===== src/rtl/keypad_scan_if.sv =====
// Keypad scanner signal bundle: scan tick source, matrix lines and key outputs.
interface keypad_scan_if;
   logic       scan_clk;
   logic [3:0] col_n;
   logic [3:0] row_n;
   logic [3:0] key_code;
   logic       key_valid;
   logic       key_down;

   // Scanner side
   modport master (
      input  scan_clk,
      input  col_n,
      output row_n,
      output key_code,
      output key_valid,
      output key_down
   );

   // Board / alarm-controller side
   modport slave (
      output scan_clk,
      output col_n,
      input  row_n,
      input  key_code,
      input  key_valid,
      input  key_down
   );
endinterface


===== src/rtl/keypad_scan.sv =====
// 4x4 matrix keypad scanner and debouncer. The divided scan clock is only
// sampled as a tick source; everything runs on Clock.
module keypad_scan #(
   parameter int unsigned DEB_TICKS = 20
) (
   input  logic          Clock,
   input  logic          Reset,
   keypad_scan_if.master kp
);

   localparam logic [7:0] DEB_LAST = 8'(DEB_TICKS - 1);

   typedef enum logic [1:0] {
      SCAN,
      DEBOUNCE,
      PRESSED,
      RELEASE
   } state_t;

   state_t     state;
   logic       scan_s1;
   logic       scan_s2;
   logic       scan_s3;
   logic [1:0] prime;
   logic       armed;
   logic       tick;
   logic [3:0] col_s1;
   logic [3:0] col_s;
   logic [1:0] row_idx;
   logic [1:0] cap_idx;
   logic [3:0] cap_col;
   logic [7:0] deb_cnt;
   logic [3:0] row_n_q;
   logic [3:0] key_code_q;
   logic       key_valid_q;
   logic       key_down_q;
   logic [1:0] row_nxt;
   logic [3:0] row_adv_n;
   logic       col_idle;

   function automatic logic [1:0] low_col(input logic [3:0] c);
      logic [1:0] idx;
      if (!c[0])      idx = 2'd0;
      else if (!c[1]) idx = 2'd1;
      else if (!c[2]) idx = 2'd2;
      else            idx = 2'd3;
      return idx;
   endfunction

   // Synchronise scan_clk and columns; arm tick detection only once the
   // synchronised scan_clk has been seen low after reset, so a reset released
   // while scan_clk is high cannot fake a rising edge.
   always_ff @(posedge Clock or negedge Reset) begin
      if (!Reset) begin
         scan_s1 <= 1'b0;
         scan_s2 <= 1'b0;
         scan_s3 <= 1'b0;
         prime   <= '0;
         armed   <= 1'b0;
         col_s1  <= '1;
         col_s   <= '1;
      end else begin
         scan_s1 <= kp.scan_clk;
         scan_s2 <= scan_s1;
         scan_s3 <= scan_s2;
         prime   <= {prime[0], 1'b1};
         armed   <= armed | (prime[1] & ~scan_s2);
         col_s1  <= kp.col_n;
         col_s   <= col_s1;
      end
   end

   // Tick strobe and next-row decode
   always_comb begin
      tick      = scan_s2 & ~scan_s3 & armed;
      row_nxt   = row_idx + 2'd1;
      row_adv_n = ~(4'b0001 << row_nxt);
      col_idle  = (col_s == 4'b1111);
   end

   // Scan / debounce state machine with registered outputs, advancing on ticks only
   always_ff @(posedge Clock or negedge Reset) begin
      if (!Reset) begin
         state       <= SCAN;
         row_idx     <= '0;
         cap_idx     <= '0;
         cap_col     <= '1;
         deb_cnt     <= '0;
         row_n_q     <= 4'b1110;
         key_code_q  <= '0;
         key_valid_q <= 1'b0;
         key_down_q  <= 1'b0;
      end else begin
         key_valid_q <= 1'b0;
         if (tick) begin
            case (state)
               SCAN: begin
                  if (col_idle) begin
                     row_idx <= row_nxt;
                     row_n_q <= row_adv_n;
                  end else begin
                     cap_col <= col_s;
                     cap_idx <= low_col(col_s);
                     deb_cnt <= '0;
                     state   <= DEBOUNCE;
                  end
               end
               DEBOUNCE: begin
                  if (col_s == cap_col) begin
                     if (deb_cnt == DEB_LAST) begin
                        state       <= PRESSED;
                        key_code_q  <= {row_idx, cap_idx};
                        key_valid_q <= 1'b1;
                        key_down_q  <= 1'b1;
                     end else begin
                        deb_cnt <= deb_cnt + 8'd1;
                     end
                  end else begin
                     state   <= SCAN;
                     row_idx <= row_nxt;
                     row_n_q <= row_adv_n;
                  end
               end
               PRESSED: begin
                  if (col_idle) begin
                     deb_cnt <= '0;
                     state   <= RELEASE;
                  end
               end
               RELEASE: begin
                  if (col_idle) begin
                     if (deb_cnt == DEB_LAST) begin
                        state      <= SCAN;
                        row_idx    <= row_nxt;
                        row_n_q    <= row_adv_n;
                        key_down_q <= 1'b0;
                     end else begin
                        deb_cnt <= deb_cnt + 8'd1;
                     end
                  end else begin
                     state <= PRESSED;
                  end
               end
               default: state <= SCAN;
            endcase
         end
      end
   end

   assign kp.row_n     = row_n_q;
   assign kp.key_code  = key_code_q;
   assign kp.key_valid = key_valid_q;
   assign kp.key_down  = key_down_q;

endmodule


===== src/flat_wrapper.sv =====
// flat-port wrapper written by rule: the top's interface ports become plain ports
module keypad_scan_flat 
#(
   parameter int unsigned DEB_TICKS = 20
)
  (Clock, Reset, kp_scan_clk, kp_col_n, kp_row_n, kp_key_code, kp_key_valid, kp_key_down);
  keypad_scan_if kp_i ();
  input  logic Clock;
  input  logic Reset;
  input wire logic [$bits(kp_i.scan_clk)-1:0] kp_scan_clk;
  input wire logic [$bits(kp_i.col_n)-1:0] kp_col_n;
  output wire logic [$bits(kp_i.row_n)-1:0] kp_row_n;
  output wire logic [$bits(kp_i.key_code)-1:0] kp_key_code;
  output wire logic [$bits(kp_i.key_valid)-1:0] kp_key_valid;
  output wire logic [$bits(kp_i.key_down)-1:0] kp_key_down;
  assign kp_i.scan_clk = kp_scan_clk;
  assign kp_i.col_n = kp_col_n;
  assign kp_row_n = kp_i.row_n;
  assign kp_key_code = kp_i.key_code;
  assign kp_key_valid = kp_i.key_valid;
  assign kp_key_down = kp_i.key_down;
  keypad_scan #(.DEB_TICKS(DEB_TICKS)) u_core (.Clock(Clock), .Reset(Reset), .kp(kp_i));
endmodule

===== config.mk =====
export PLATFORM = sky130hd
export DESIGN_NAME = keypad_scan_flat
export DESIGN_NICKNAME = d
export VERILOG_FILES = /design/src/rtl/keypad_scan_if.sv /design/src/rtl/keypad_scan.sv /design/src/flat_wrapper.sv
export SDC_FILE = /design/constraint.sdc
export NUM_CORES = 1
export LEC_CHECK = 0
export CORE_UTILIZATION = 45
export CTS_CLUSTER_DIAMETER = 150
export DETAILED_ROUTE_END_ITERATION = 10
export GPL_ROUTABILITY_DRIVEN = 0
export GPL_TIMING_DRIVEN = 0
export PLACE_DENSITY = 0.64
export SLEW_MARGIN = 40
export SYNTH_ARGS = -nofsm -noshare
export SYNTH_HDL_FRONTEND = slang
export SYNTH_SLANG_ARGS = --single-unit

===== constraint.sdc =====
create_clock -name Clock -period 2.35 [get_ports Clock]
set_input_delay 0.3525 -clock Clock [delete_from_list [all_inputs] [get_ports Clock]]
set_output_delay 0.3525 -clock Clock [all_outputs]
set_load 0.01 [all_outputs]

==> run summary, run 1 <==
The run finished with clean final reports. No sink is reached through more buffers than the 2 on the longest clock path. The average vias per placed instance works out to 5.21. The worst setup path is launched from a register.

The startpoint identified for the worst register-to-register timing path is u_core.deb_cnt[0]$_DFFE_PN0P_. In this run the worst hold path is classified as in -> async. The first global-routing pass estimated 4960 microns of wire. The final critical-path required period is 2.05 ns. The overflow left after global routing came out at 0.

Static timing analysis puts the maximum clock frequency at 0.487 GHz. The number of pins with negative max-slew slack in the final report came out at 0. The synthesis-to-finish area growth was 16.6%. On the critical path, the stage with the largest delay is an instance of sky130_fd_sc_hd__dfrtp_1.

The number of setup violations in the final report is 0, and the synthesized area divided by synthesized cell count is 11.9 sq um. Yosys printed 0 warnings. Setup repair after global routing left no endpoint under its margin. The maximum number of pins on one net before global-route repair was 43. In this run the number of H-tree levels came out at 2. The number of cells produced by synthesis is 154. The count of final hold-check violations was 0; the sequential fraction of the synthesis area was 0.584. Overall track demand over capacity in global routing: 0.156.

Most common flop cell mapped by yosys: sky130_fd_sc_hd__dfrtp_1. The via count of the first global-routing pass was 1,119. The post-DP HPWL is 1950 microns, and the die height is 65.8 microns. TritonCTS built the clock tree.

The number of nets at the end of the flow came out at 189. The number of port buffers came out at 16. Following the worst setup path forward leads to its endpoint at u_core.deb_cnt[6]$_DFFE_PN0P_. In this run, post-CTS repair resized a total of 0 instances.

The part of the cycle the worst path needs is 0.874, and the number of placed cells counting well taps is 218. Measured along the x axis, the die boundary spans 65.8 microns. The synthesized design contains 42 register bits.

Data arrives at the worst endpoint at 2.28 ns. The run gives 45 as the unique cell type count in the Yosys netlist. The pre-antenna-repair detailed-routing pass consisted of 4 iterations. Wires add up to 2730 microns. Buffer cell driving the clock tree root: sky130_fd_sc_hd__clkbuf_8. In this run the post-CTS setup repair buffer count came out at 0.

The number of violations reported at the end of detailed-routing iteration 0 was 86. The analysis attributes to cell leakage a power of 0.906 nW. Row count: 22.

Area share of and/or/nand/nor cells after synthesis: 0.128. The worst register-to-register path ends at u_core.deb_cnt[6]$_DFFE_PN0P_. The total I/O pin count was 17.

In this run, post-CTS hold repair placed 0 buffers. The synthesized-area fraction occupied by xor and xnor cells was 0.0239; the number of antenna violations at the first check in global routing was 0. The proportion of register bits with asynchronous set or reset after synthesis was 1.00; the final setup skew was 0.00711 ns. Setup total negative slack on the finished layout was measured at 0 ns.

The fraction of layout instances using a drive strength above 1 works out to 0.213. Clock-pin slew was measured on the worst setup and hold paths at 0.08 ns. The delay of the slowest cell on the worst path works out to 0.40 ns.

For this design, the sink count on the clock tree is 42. Critical path endpoint category: a register. Worst setup path startpoint: u_core.deb_cnt[0]$_DFFE_PN0P_. The mux share of post-synthesis cell area came out at 0.0512. Power spread over the standard cell area amounts to 868 mW/mm^2.

Largest family of logic cells by synthesized area: compound AO/OA/AOI/OAI gates. In this run the cell area of the synthesized design comes to 0.00183 sq mm. The number of synthesized flops with an enable pin works out to 0. Measured in cells, the most critical reg-to-reg path has a length of 6.

The pin slew with the least headroom to its limit is 0.516 ns. For the worst setup path, the data required time is 2.57 ns. In this run the register-to-register setup slack is 0.30 ns. Walking the worst path, the cells encountered are ha_1, and4bb_1, a2111oi_2, a22oi_1, or3_1, o21ai_1. The run gives 0 as the number of max-capacitance violations reported. The layout has 307 filler cells.

The worst setup path is of the reg -> reg kind. The count of nets left with antenna violations once routing finished came out at 0. At the later pin of the worst-skew pair, clock insertion delay measures 0.29 ns.

The synthesized net count is 166, and the total CTS buffers is 5. In the routed design, unresolved DRC markers number 0. The die covers 0.00433 sq mm. The post-synthesis adder-cell area fraction works out to 0.0341. The wire length per cell is 12.1 microns, and the number of standard cells in the final layout excluding fillers is 226.

Share of the synthesized area in compound gates (AO/OA/AOI/OAI): 0.143. In this run the standard cell core region covers 0.00377 sq mm. The biggest fanout along the worst timing path is 6, and the maximum vdd ir drop is 0.513 mV. Detailed routing inserted a total of 1,178 vias. The run gives 0.486 as the initial core utilization. The number of antenna cells inserted is 0. The worst max-slew margin expressed relative to the limit is 0.656.
==> cells in the mapped netlist (all sizes together), types with 2 or more instances <==
library cell   n  share of area
a2111oi        2          0.013
buf            3          0.014
clkbuf         2         0.0041
and3           2         0.0068
or3            2         0.0068
nand3          3         0.0082
a31oi          4          0.017
or2            2         0.0068
nand2b         3          0.010
ha             5          0.034
nand2         15          0.031
xor2           4          0.019
o31ai          2         0.0082
dfrtp         27           0.37
o21ai         19          0.052
mux2           8          0.051
nor2           4         0.0096
dfstp         15           0.22
a21oi          6          0.016
inv            8          0.016
==> layout by cell type (no fill, tap or decap), types with 2 or more instances in the layout <==
cell type	Yosys	layout
sky130_fd_sc_hd__nand2_1	15	15
sky130_fd_sc_hd__dfrtp_1	27	27
sky130_fd_sc_hd__buf_4	2	3
sky130_fd_sc_hd__or2_2	2	2
sky130_fd_sc_hd__o21ai_0	8	8
sky130_fd_sc_hd__nand2b_1	3	3
sky130_fd_sc_hd__o31ai_1	2	2
sky130_fd_sc_hd__mux2_1	4	4
sky130_fd_sc_hd__nand3_1	3	3
sky130_fd_sc_hd__or3_1	2	2
sky130_fd_sc_hd__inv_1	8	8
sky130_fd_sc_hd__xor2_1	4	4
sky130_fd_sc_hd__ha_1	5	5
sky130_fd_sc_hd__a31oi_1	3	3
sky130_fd_sc_hd__mux2_2	3	3
sky130_fd_sc_hd__dfstp_2	15	15
sky130_fd_sc_hd__clkbuf_1	2	3
sky130_fd_sc_hd__o21ai_1	11	11
sky130_fd_sc_hd__clkdlybuf4s50_1	0	15
sky130_fd_sc_hd__and3_1	2	2
sky130_fd_sc_hd__a21oi_1	6	6
sky130_fd_sc_hd__nor2_1	3	3
sky130_fd_sc_hd__clkbuf_8	0	5
==> final cells by class <==
cell class              instances  area, sq um  area share
inverters                       8         30.0      0.0141
multi-input cells              99          699       0.327
repair buffers                 16          158      0.0738
well taps                      48         60.1      0.0281
flip-flops and latches         42         1070       0.501
clock buffers                   6         72.6      0.0340
clock inverters                 2         13.8     0.00644
plain buffers                   5         33.8      0.0158
==> layer usage <==
metal | wire length, microns | global-route usage | vias up
met5 | 0 | 0 | -
met4 | 50 | 0.0870 | 0
met3 | 92 | 0.0483 | 5
met2 | 1330 | 0.244 | 20
met1 | 1260 | 0.189 | 565
li1 | - | - | 588
==> registers in the layout, indices dropped and copies added, names as in the netlist <==
| register | count |
|---|---|
| u_core.row_idx | 2 |
| u_core.armed | 1 |
| u_core.kp.key_down | 1 |
| u_core.kp.key_valid | 1 |
| u_core.cap_idx | 2 |
| u_core.scan_s3 | 1 |
| u_core.cap_col | 4 |
| u_core.kp.row_n | 4 |
| u_core.col_s1 | 4 |
| u_core.state | 2 |
| u_core.kp.key_code | 4 |
| u_core.deb_cnt | 8 |
| u_core.scan_s2 | 1 |
| u_core.scan_s1 | 1 |
| u_core.col_s | 4 |
| u_core.prime | 2 |
==> worst max-delay path, delay by kind of cell, from the launching register on <==
kind	cells	cell delay, ns
fa+ha+maj	1	0.24
compound gates	3	0.67
simple gates	2	0.66
flops	1	0.40
==> cell families after synthesis <==
kind of cell | after synthesis
AOI/OAI and AO/OA | 40
xor gates and xnor gates | 5
adders and majority gates | 5
buffers and inverters | 13
DFF | 42
muxes | 8
other | 1
and+or+nand+nor | 40
==> through the flow <==
| step | hold WS (ns) | utilization | total power [W] | worst slack (ns) | area [sq um] |
|---|---|---|---|---|---|
| after floorplan | 0.0569 | - | 0.00127 | 0.483 | 1830 |
| after global placement | 0.335 | 0.544 | 0.00141 | -0.0345 | 2050 |
| after detailed placement | 0.340 | 0.544 | 0.00143 | 0.321 | 2050 |
| after CTS | 0.0347 | 0.567 | 0.00189 | 0.289 | 2140 |
| after global routing | 0.0623 | 0.567 | 0.00198 | 0.0308 | 2140 |
| final | 0.0156 | 0.567 | 0.00185 | 0.296 | 2140 |
==> power by group <==
part           internal [W]  switching [W]  leakage, nW
clock              0.000209       0.000239       0.0452
sequential         0.000885      0.0000817        0.506
combinational      0.000218       0.000221        0.355
total               0.00131       0.000541        0.906
==> how the worst min path moves through the flow <==
stage,startpoint,slack (ns),endpoint,depth (start not counted)
finish,Reset,0.02,u_core.row_idx[0]$_DFFE_PN0P_,1
global placement,u_core.prime[0]$_DFF_PN0_,0.34,u_core.prime[1]$_DFF_PN0_,0
CTS,Reset,0.03,u_core.row_idx[0]$_DFFE_PN0P_,1
global route,Reset,0.06,u_core.row_idx[0]$_DFFE_PN0P_,1
floorplan,Reset,0.06,u_core.armed$_DFF_PN0_,0
detailed placement,u_core.prime[0]$_DFF_PN0_,0.34,u_core.prime[1]$_DFF_PN0_,0
Power figures use the tool's default switching activity.
==> run 2: changes to the inputs <==
CELL_PAD_IN_SITES_DETAIL_PLACEMENT = 1   (was default)
CELL_PAD_IN_SITES_GLOBAL_PLACEMENT = 1   (was default)
PLACE_DENSITY = 0.76   (was 0.64)
==> run summary, run 2 (synthesis results as in run 1) <==
The number of antenna cells inserted was 0 (unchanged). Clock-pin slew reported for the worst setup and hold paths after clock tree synthesis: 0.08 ns (about the same). The flow ran to the end, and the final reports show no timing, DRC or antenna violations. The tools report the combinational group share of total power as 0.236 (was 0.237). The wire length per cell came out at 14.7 microns (was 12.1 microns). Biggest fanout along the worst timing path: 10 (was 6).

Most frequent cells in the layout: sky130_fd_sc_hd__dfrtp_1 (27), sky130_fd_sc_hd__nand2_1 (15), sky130_fd_sc_hd__clkdlybuf4s50_1 (15), sky130_fd_sc_hd__dfstp_2 (15), sky130_fd_sc_hd__o21ai_1 (11) (unchanged). The die outline width works out to 65.8 microns (unchanged). Setup repair after global routing left no endpoint under its margin. The tools report the via count of the first global-routing pass as 1,281 (was 1,119). For the depth of the CTS H-tree, the log shows 2 (unchanged).

The logs give 61 (was 86) for the number of violations reported at the end of detailed-routing iteration 0 and 0.519 (was 0.521) for the sequential power share. The power density over cell area was 881 mW/mm^2 (was 868 mW/mm^2). The number of nets at the end of the flow is 189 (unchanged), and the instance area after placement is 0.00205 sq mm (unchanged).

The logs give 107 microns (was 92 microns) for the length of routed met3 wiring and 3330 microns (was 2730 microns) for the final wirelength. The pin slew with the least headroom to its limit is 0.516 ns (about the same), and the fraction of layout instances using a drive strength above 1 is 0.213 (unchanged). The run gives 388 (was 307) as the number of filler instances in the final layout. The commonest non-fill, non-tap cell in the layout was sky130_fd_sc_hd__dfrtp_1 (unchanged). The row count was 22 (unchanged); the total DRC errors in the routed layout was 0 (unchanged).

The clock network fraction of total power came out at 0.245 (was 0.242). The path category of the worst min-delay check is in -> async (unchanged). The area of the placeable core was 0.00377 sq mm (unchanged). The startpoint kind of the worst setup timing path is a register (unchanged). The number of pins with negative max-slew slack in the final report is 0 (unchanged), and the number of port buffers is 16 (unchanged). The number of hold buffers added after cts was 0 (unchanged); the final setup skew was 0.00685 ns (was 0.00711 ns). The run gives 17 (unchanged) as the total I/O pin count. The cell-internal power came out at 0.00134 W (was 0.00131 W). Number of max-capacitance violations reported: 0 (unchanged). TritonCTS built the clock tree. For the met1 routed wirelength after detailed routing, the log shows 1470 microns (was 1260 microns).

The number of setup violations in the final report came out at 0 (unchanged). The register name with the most flops was u_core.deb_cnt (unchanged). The length of the first detailed-routing pass in iterations is 4 (unchanged), and the leakage power is 0.909 nW (was 0.906 nW).

The number of sinks handled by clock tree synthesis came out at 42 (unchanged). The class of the most critical setup path is reg -> reg (unchanged). The final critical-path required period was 2.16 ns (was 2.05 ns).

The average vias per placed instance was 5.51 (was 5.21); the switching power was 0.000548 W (was 0.000541 W). The synthesis-to-finish area growth is 16.9% (was 16.6%). Count of antenna-violating nets left after detailed routing: 0 (unchanged).

The run gives 0.486 (unchanged) as the initial core utilization. For the maximum number of pins on one net before global-route repair, the log shows 43 (unchanged). The logs give 0 (unchanged) for the post-CTS setup buffer count and 0 (unchanged) for the number of antenna violations at the first check in global routing.

The number of vias after detailed routing came out at 1,245 (was 1,178). The tools report the post-DP HPWL as 2350 microns (was 1950 microns). The run gives 0 (unchanged) as the count of final hold-check violations. The worst max-slew margin expressed relative to the limit was 0.655 (was 0.656). The run gives 2.51 ns (was 2.57 ns) as the required time at the worst-slack endpoint.

The final total negative setup slack is 0 ns (unchanged), and the total power after layout is 0.00189 W (was 0.00185 W). The die height was 65.8 microns (unchanged); the detailed-routed wire length on met2 was 1710 microns (was 1330 microns). The net switching share of the total power is 0.290 (was 0.292).

Part of the cycle the worst path needs: 0.920 (was 0.874). The tools report the buffer cell driving the clock tree root as sky130_fd_sc_hd__clkbuf_8 (unchanged). The logs give 0 (unchanged) for the overflow left after global routing and 0.00433 sq mm (unchanged) for the overall die area. The tools report the critical path endpoint category as a register (unchanged).

The worst endpoint data arrival time came out at 2.32 ns (was 2.28 ns). The final instance area was 0.00214 sq mm (about the same); the first-pass GRT wire length was 5870 microns (was 4960 microns). The run gives 2 (unchanged) as the largest buffer count on any clock path.

The run gives 0.513 mV (about the same) as the maximum vdd ir drop. The overall track demand over capacity in global routing was 0.181 (was 0.156). Clock latency at the later pin of the worst-skew pair: 0.29 ns (about the same). The logs give 0.0364 ns (was 0.0156 ns) for the hold slack and 0.463 GHz (was 0.487 GHz) for the maximum operating frequency.

The post-cts repair resize count is 0 (unchanged). The final core area utilization is 0.568 (was 0.567), and the total CTS buffers is 5 (unchanged). The highest layer used for signal routing is met4 (unchanged).

The number of flip-flops in the largest register was 8 (unchanged).
-- run 2: cell count changes in the layout (fill, tap and decap cells not counted), sizes merged --
| cell | delta |
|---|---|
| clkbuf | +1 |
| clkinv | -1 |
-- run 2: per-stage QoR --
stage / setup WS [ns] / std cells
floorplan: 0.483 / 154
global placement: -0.0108 / 218
detailed placement: 0.0950 / 218
CTS: 0.0680 / 226
global route: 0.0537 / 226
finish: 0.189 / 226
-- run 2: worst paths after layout --
path	start	to	slack [ns]	cells past startpoint
worst max-delay path	u_core.deb_cnt[0]$_DFFE_PN0P_	u_core.deb_cnt[5]$_DFFE_PN0P_	0.19	6
worst max register to register	u_core.deb_cnt[0]$_DFFE_PN0P_	u_core.deb_cnt[5]$_DFFE_PN0P_	0.19	6
worst min register to register	u_core.prime[0]$_DFF_PN0_	u_core.prime[1]$_DFF_PN0_	0.35	0
worst min-delay path	Reset	u_core.kp.row_n[0]$_DFFE_PN0P_	0.04	1
min in group Clock	u_core.prime[0]$_DFF_PN0_	u_core.prime[1]$_DFF_PN0_	0.35	0
max in group asynchronous	Reset	u_core.col_s[2]$_DFF_PN1_	1.94	1
-- run 2: area by class of cell --
type                    instances  area, sq um  area share
multi-input cells              99          701       0.327
plain buffers                   5         33.8      0.0158
clock inverters                 1         5.00     0.00234
repair buffers                 16          158      0.0736
flip-flops and latches         42         1070       0.499
well taps                      48         60.1      0.0280
clock buffers                   7         86.3      0.0403
inverters                       8         30.0      0.0140
-- run 2: metal layers --
| metal | vias up | GRT usage |
|---|---|---|
| li1 | 582 | - |
| met1 | 630 | 0.216 |
| met2 | 26 | 0.309 |
| met3 | 7 | 0.0448 |
| met4 | 0 | 0.0761 |
| met5 | - | 0 |
-- run 2: power groups by stage --
stage | logic (W) | registers [W] | clock network (W)
floorplan | 0.000283 | 0.000985 | 0
global placement | 0.000433 | 0.000979 | 0
detailed placement | 0.000450 | 0.000992 | 0
CTS | 0.000454 | 0.000979 | 0.000487
global route | 0.000510 | 0.000996 | 0.000505
finish | 0.000446 | 0.000979 | 0.000463
-- run 2: worst max-delay path, cell delays in order, from the launching register on --
cell	delay, ns
sky130_fd_sc_hd__dfrtp_1	0.42
sky130_fd_sc_hd__ha_1	0.27
sky130_fd_sc_hd__and4bb_1	0.29
sky130_fd_sc_hd__a2111oi_1	0.56
sky130_fd_sc_hd__a31oi_2	0.21
sky130_fd_sc_hd__o21ai_1	0.21
sky130_fd_sc_hd__o31ai_1	0.08
==> run 3: changes to the inputs <==
--- a/config.mk
+++ b/config.mk
@@ -11,2 +11,3 @@
 export CTS_CLUSTER_DIAMETER = 150
+export CTS_CLUSTER_SIZE = 40
 export DETAILED_ROUTE_END_ITERATION = 10
--- a/constraint.sdc
+++ b/constraint.sdc
@@ -3,2 +3,2 @@
 set_output_delay 0.3525 -clock Clock [all_outputs]
-set_load 0.01 [all_outputs]
+set_load 0.1 [all_outputs]
==> run summary, run 3 (synthesis results as in run 1) <==
The run finished with clean final reports. Number of nets at the end of the flow: 189 (unchanged). The logs give 0 ns (unchanged) for the final total negative setup slack and 0.00433 sq mm (unchanged) for the overall die area.

The tools report the total CTS buffers as 5 (unchanged). The run gives 0.486 (unchanged) as the initial core utilization. The number of setup violations in the final report is 0 (unchanged). The power density over cell area came out at 1000 mW/mm^2 (was 881 mW/mm^2). The run gives 0.0990 ns (was 0.0950 ns) as the worst-case setup slack after placement. The total power after layout is 0.00210 W (was 0.00189 W). The number of sinks handled by clock tree synthesis was 42 (unchanged). The buffers plus inverters on the worst setup path is 0 (unchanged). The fraction of layout instances using a drive strength above 1 was 0.270 (was 0.213). The post-CTS setup buffer count is 0 (unchanged). Final instance area: 0.00209 sq mm (was 0.00214 sq mm).

The first-pass GRT wire length was 5870 microns (about the same); the die outline width was 65.8 microns (unchanged). The post-DP HPWL is 2380 microns (was 2350 microns). The tools report the critical path endpoint category as a register (unchanged).

The cell depth of the worst setup path was 6 (unchanged). Critical path's top delay family: compound AO/OA/AOI/OAI gates (unchanged). The net switching share of the total power is 0.377 (was 0.290).

The pin slew with the least headroom to its limit is 0.526 ns (was 0.516 ns), and the number of port buffers is 16 (unchanged). The clock latency at the later pin of the worst-skew pair was 0.29 ns (about the same); the overflow left after global routing was 0 (unchanged). The die height was 65.8 microns (unchanged); the number of antenna cells inserted was 0 (unchanged).

The required time at the worst-slack endpoint was 2.50 ns (was 2.51 ns); the wire length per cell was 14.4 microns (was 14.7 microns). Cell Chain, Critical Path: ha_1, and4bb_1, a2111oi_1, a31oi_2, o21ai_1, o21ai_0 (was ha_1, and4bb_1, a2111oi_1, a31oi_2, o21ai_1, o31ai_1). The count of final hold-check violations is 0 (unchanged). Average vias per placed instance: 5.46 (was 5.51). For the length of the first detailed-routing pass in iterations, the log shows 2 (was 4).

Setup repair after global routing left no endpoint under its margin. The logs give 2 (unchanged) for the depth of the CTS H-tree and 0 (unchanged) for the number of pins with negative max-slew slack in the final report. The worst-path cell with the longest stage delay is sky130_fd_sc_hd__a2111oi_1 (unchanged). The total I/O pin count was 17 (unchanged); the part of the cycle the worst path needs was 0.912 (was 0.920). The final critical-path required period came out at 2.14 ns (was 2.16 ns). Class of the most critical setup path: reg -> reg (unchanged).

The path category of the worst min-delay check was in -> async (unchanged). The tools report the flop-to-flop setup slack as 0.21 ns (was 0.19 ns). The cell-internal power was 0.00131 W (was 0.00134 W). The clock network fraction of total power is 0.223 (was 0.245). The sequential power share came out at 0.465 (was 0.519).

The startpoint kind of the worst setup timing path is a register (unchanged). TritonCTS built the clock tree. Maximum operating frequency: 0.467 GHz (was 0.463 GHz). The commonest non-fill, non-tap cell in the layout was sky130_fd_sc_hd__dfrtp_1 (unchanged). The clock-pin slew reported for the worst setup and hold paths after clock tree synthesis is 0.08 ns (about the same).

The biggest fanout along the worst timing path works out to 10 (unchanged). The delay of the slowest cell on the worst path works out to 0.56 ns (about the same). The worst-case setup margin in the final layout is 0.207 ns (was 0.189 ns). For the multi-input combinational cell area, the log shows 701 sq um (unchanged). The number of antenna violations at the first check in global routing is 0 (unchanged). For the number of violations reported at the end of detailed-routing iteration 0, the log shows 47 (was 61). The overall track demand over capacity in global routing is 0.181 (about the same).

For the count of antenna-violating nets left after detailed routing, the log shows 0 (unchanged). The number of filler instances in the final layout was 399 (was 388). The depth of the worst register-to-register path is 6 (unchanged). Final setup skew: 0.00518 ns (was 0.00685 ns).

For the largest buffer count on any clock path, the log shows 2 (unchanged). For the register area, the log shows 0.00107 sq mm (unchanged). The via count of the first global-routing pass was 1,303 (was 1,281). The run gives 0.524 mV (was 0.513 mV) as the maximum vdd ir drop.

The row count is 22 (unchanged). The synthesis-to-finish area growth works out to 14.2% (was 16.9%). The run gives 0.00200 sq mm (was 0.00205 sq mm) as the instance area after placement. The area of the placeable core was 0.00377 sq mm (unchanged); the final wirelength was 3260 microns (was 3330 microns).

The logs give 1,234 (was 1,245) for the number of vias after detailed routing and 0 (unchanged) for the number of hold buffers added after cts. The total DRC errors in the routed layout was 0 (unchanged). The tools report the worst endpoint data arrival time as 2.29 ns (was 2.32 ns). The tools report the combinational group share of total power as 0.312 (was 0.236). For the switching power, the log shows 0.000791 W (was 0.000548 W). Most frequent cells in the layout: sky130_fd_sc_hd__dfrtp_1 (27), sky130_fd_sc_hd__nand2_1 (15), sky130_fd_sc_hd__dfstp_2 (15), sky130_fd_sc_hd__o21ai_1 (11), sky130_fd_sc_hd__buf_2 (10) (was sky130_fd_sc_hd__dfrtp_1 (27), sky130_fd_sc_hd__nand2_1 (15), sky130_fd_sc_hd__clkdlybuf4s50_1 (15), sky130_fd_sc_hd__dfstp_2 (15), sky130_fd_sc_hd__o21ai_1 (11)). The leakage power was 0.924 nW (was 0.909 nW).

The register name with the most flops is u_core.deb_cnt (unchanged). The number of max-capacitance violations reported is 0 (unchanged). The tools report the buffer cell driving the clock tree root as sky130_fd_sc_hd__clkbuf_8 (unchanged). The number of flip-flops in the largest register came out at 8 (unchanged). The maximum number of pins on one net before global-route repair is 43 (unchanged).

The worst max-slew margin expressed relative to the limit is 0.650 (was 0.655).
run 3: cell count changes in the layout (fill, tap and decap cells not counted):
cell	delta
sky130_fd_sc_hd__buf_2	+10
sky130_fd_sc_hd__clkdlybuf4s50_1	-10
run 3: worst paths after layout:
path | start | endpoint
setup / recovery | u_core.deb_cnt[0]$_DFFE_PN0P_ | u_core.deb_cnt[2]$_DFFE_PN0P_
hold / removal | Reset | u_core.row_idx[0]$_DFFE_PN0P_
setup reg to reg | u_core.deb_cnt[0]$_DFFE_PN0P_ | u_core.deb_cnt[2]$_DFFE_PN0P_
hold reg to reg | u_core.prime[0]$_DFF_PN0_ | u_core.prime[1]$_DFF_PN0_
max in group asynchronous | Reset | u_core.cap_col[3]$_DFFE_PN1P_
min in group Clock | u_core.prime[0]$_DFF_PN0_ | u_core.prime[1]$_DFF_PN0_
run 3: power by group through the flow:
stage               Combinational [W]  Sequential [W]  Clock [W]
floorplan                    0.000283         0.00123          0
global placement             0.000673        0.000979          0
detailed placement           0.000660        0.000991          0
CTS                          0.000663        0.000977   0.000485
global route                 0.000716        0.000996   0.000507
finish                       0.000654        0.000975   0.000469
run 3: through the flow:
stage | hold slack [ns] | util | cells
2_1_floorplan | 0.0569 | - | 154
3_3_place_gp | 0.338 | 0.544 | 218
3_5_place_dp | 0.338 | 0.531 | 218
4_1_cts | 0.0485 | 0.555 | 226
5_1_grt | 0.0728 | 0.555 | 226
6_report | 0.0288 | 0.555 | 226
run 3: cell type report:
type,instances,area share
inverters,8,0.0143
repair buffers,16,0.0514
clock buffers,7,0.0412
multi-input cells,99,0.335
well taps,48,0.0287
clock inverters,1,0.00239
plain buffers,5,0.0161
flip-flops and latches,42,0.511
run 3: what timing repair did:
item	CTS	global route
endpoints found under the setup margin	0	4
gates resized for setup	0	1
hold endpoints to repair	0	0
run 3: layer usage:
layer	vias up	part of all wire	track usage
li1	586	-	-
met5	-	0	0
met4	0	0.013	0.0761
met3	6	0.026	0.0431
met2	17	0.53	0.319
met1	625	0.43	0.207
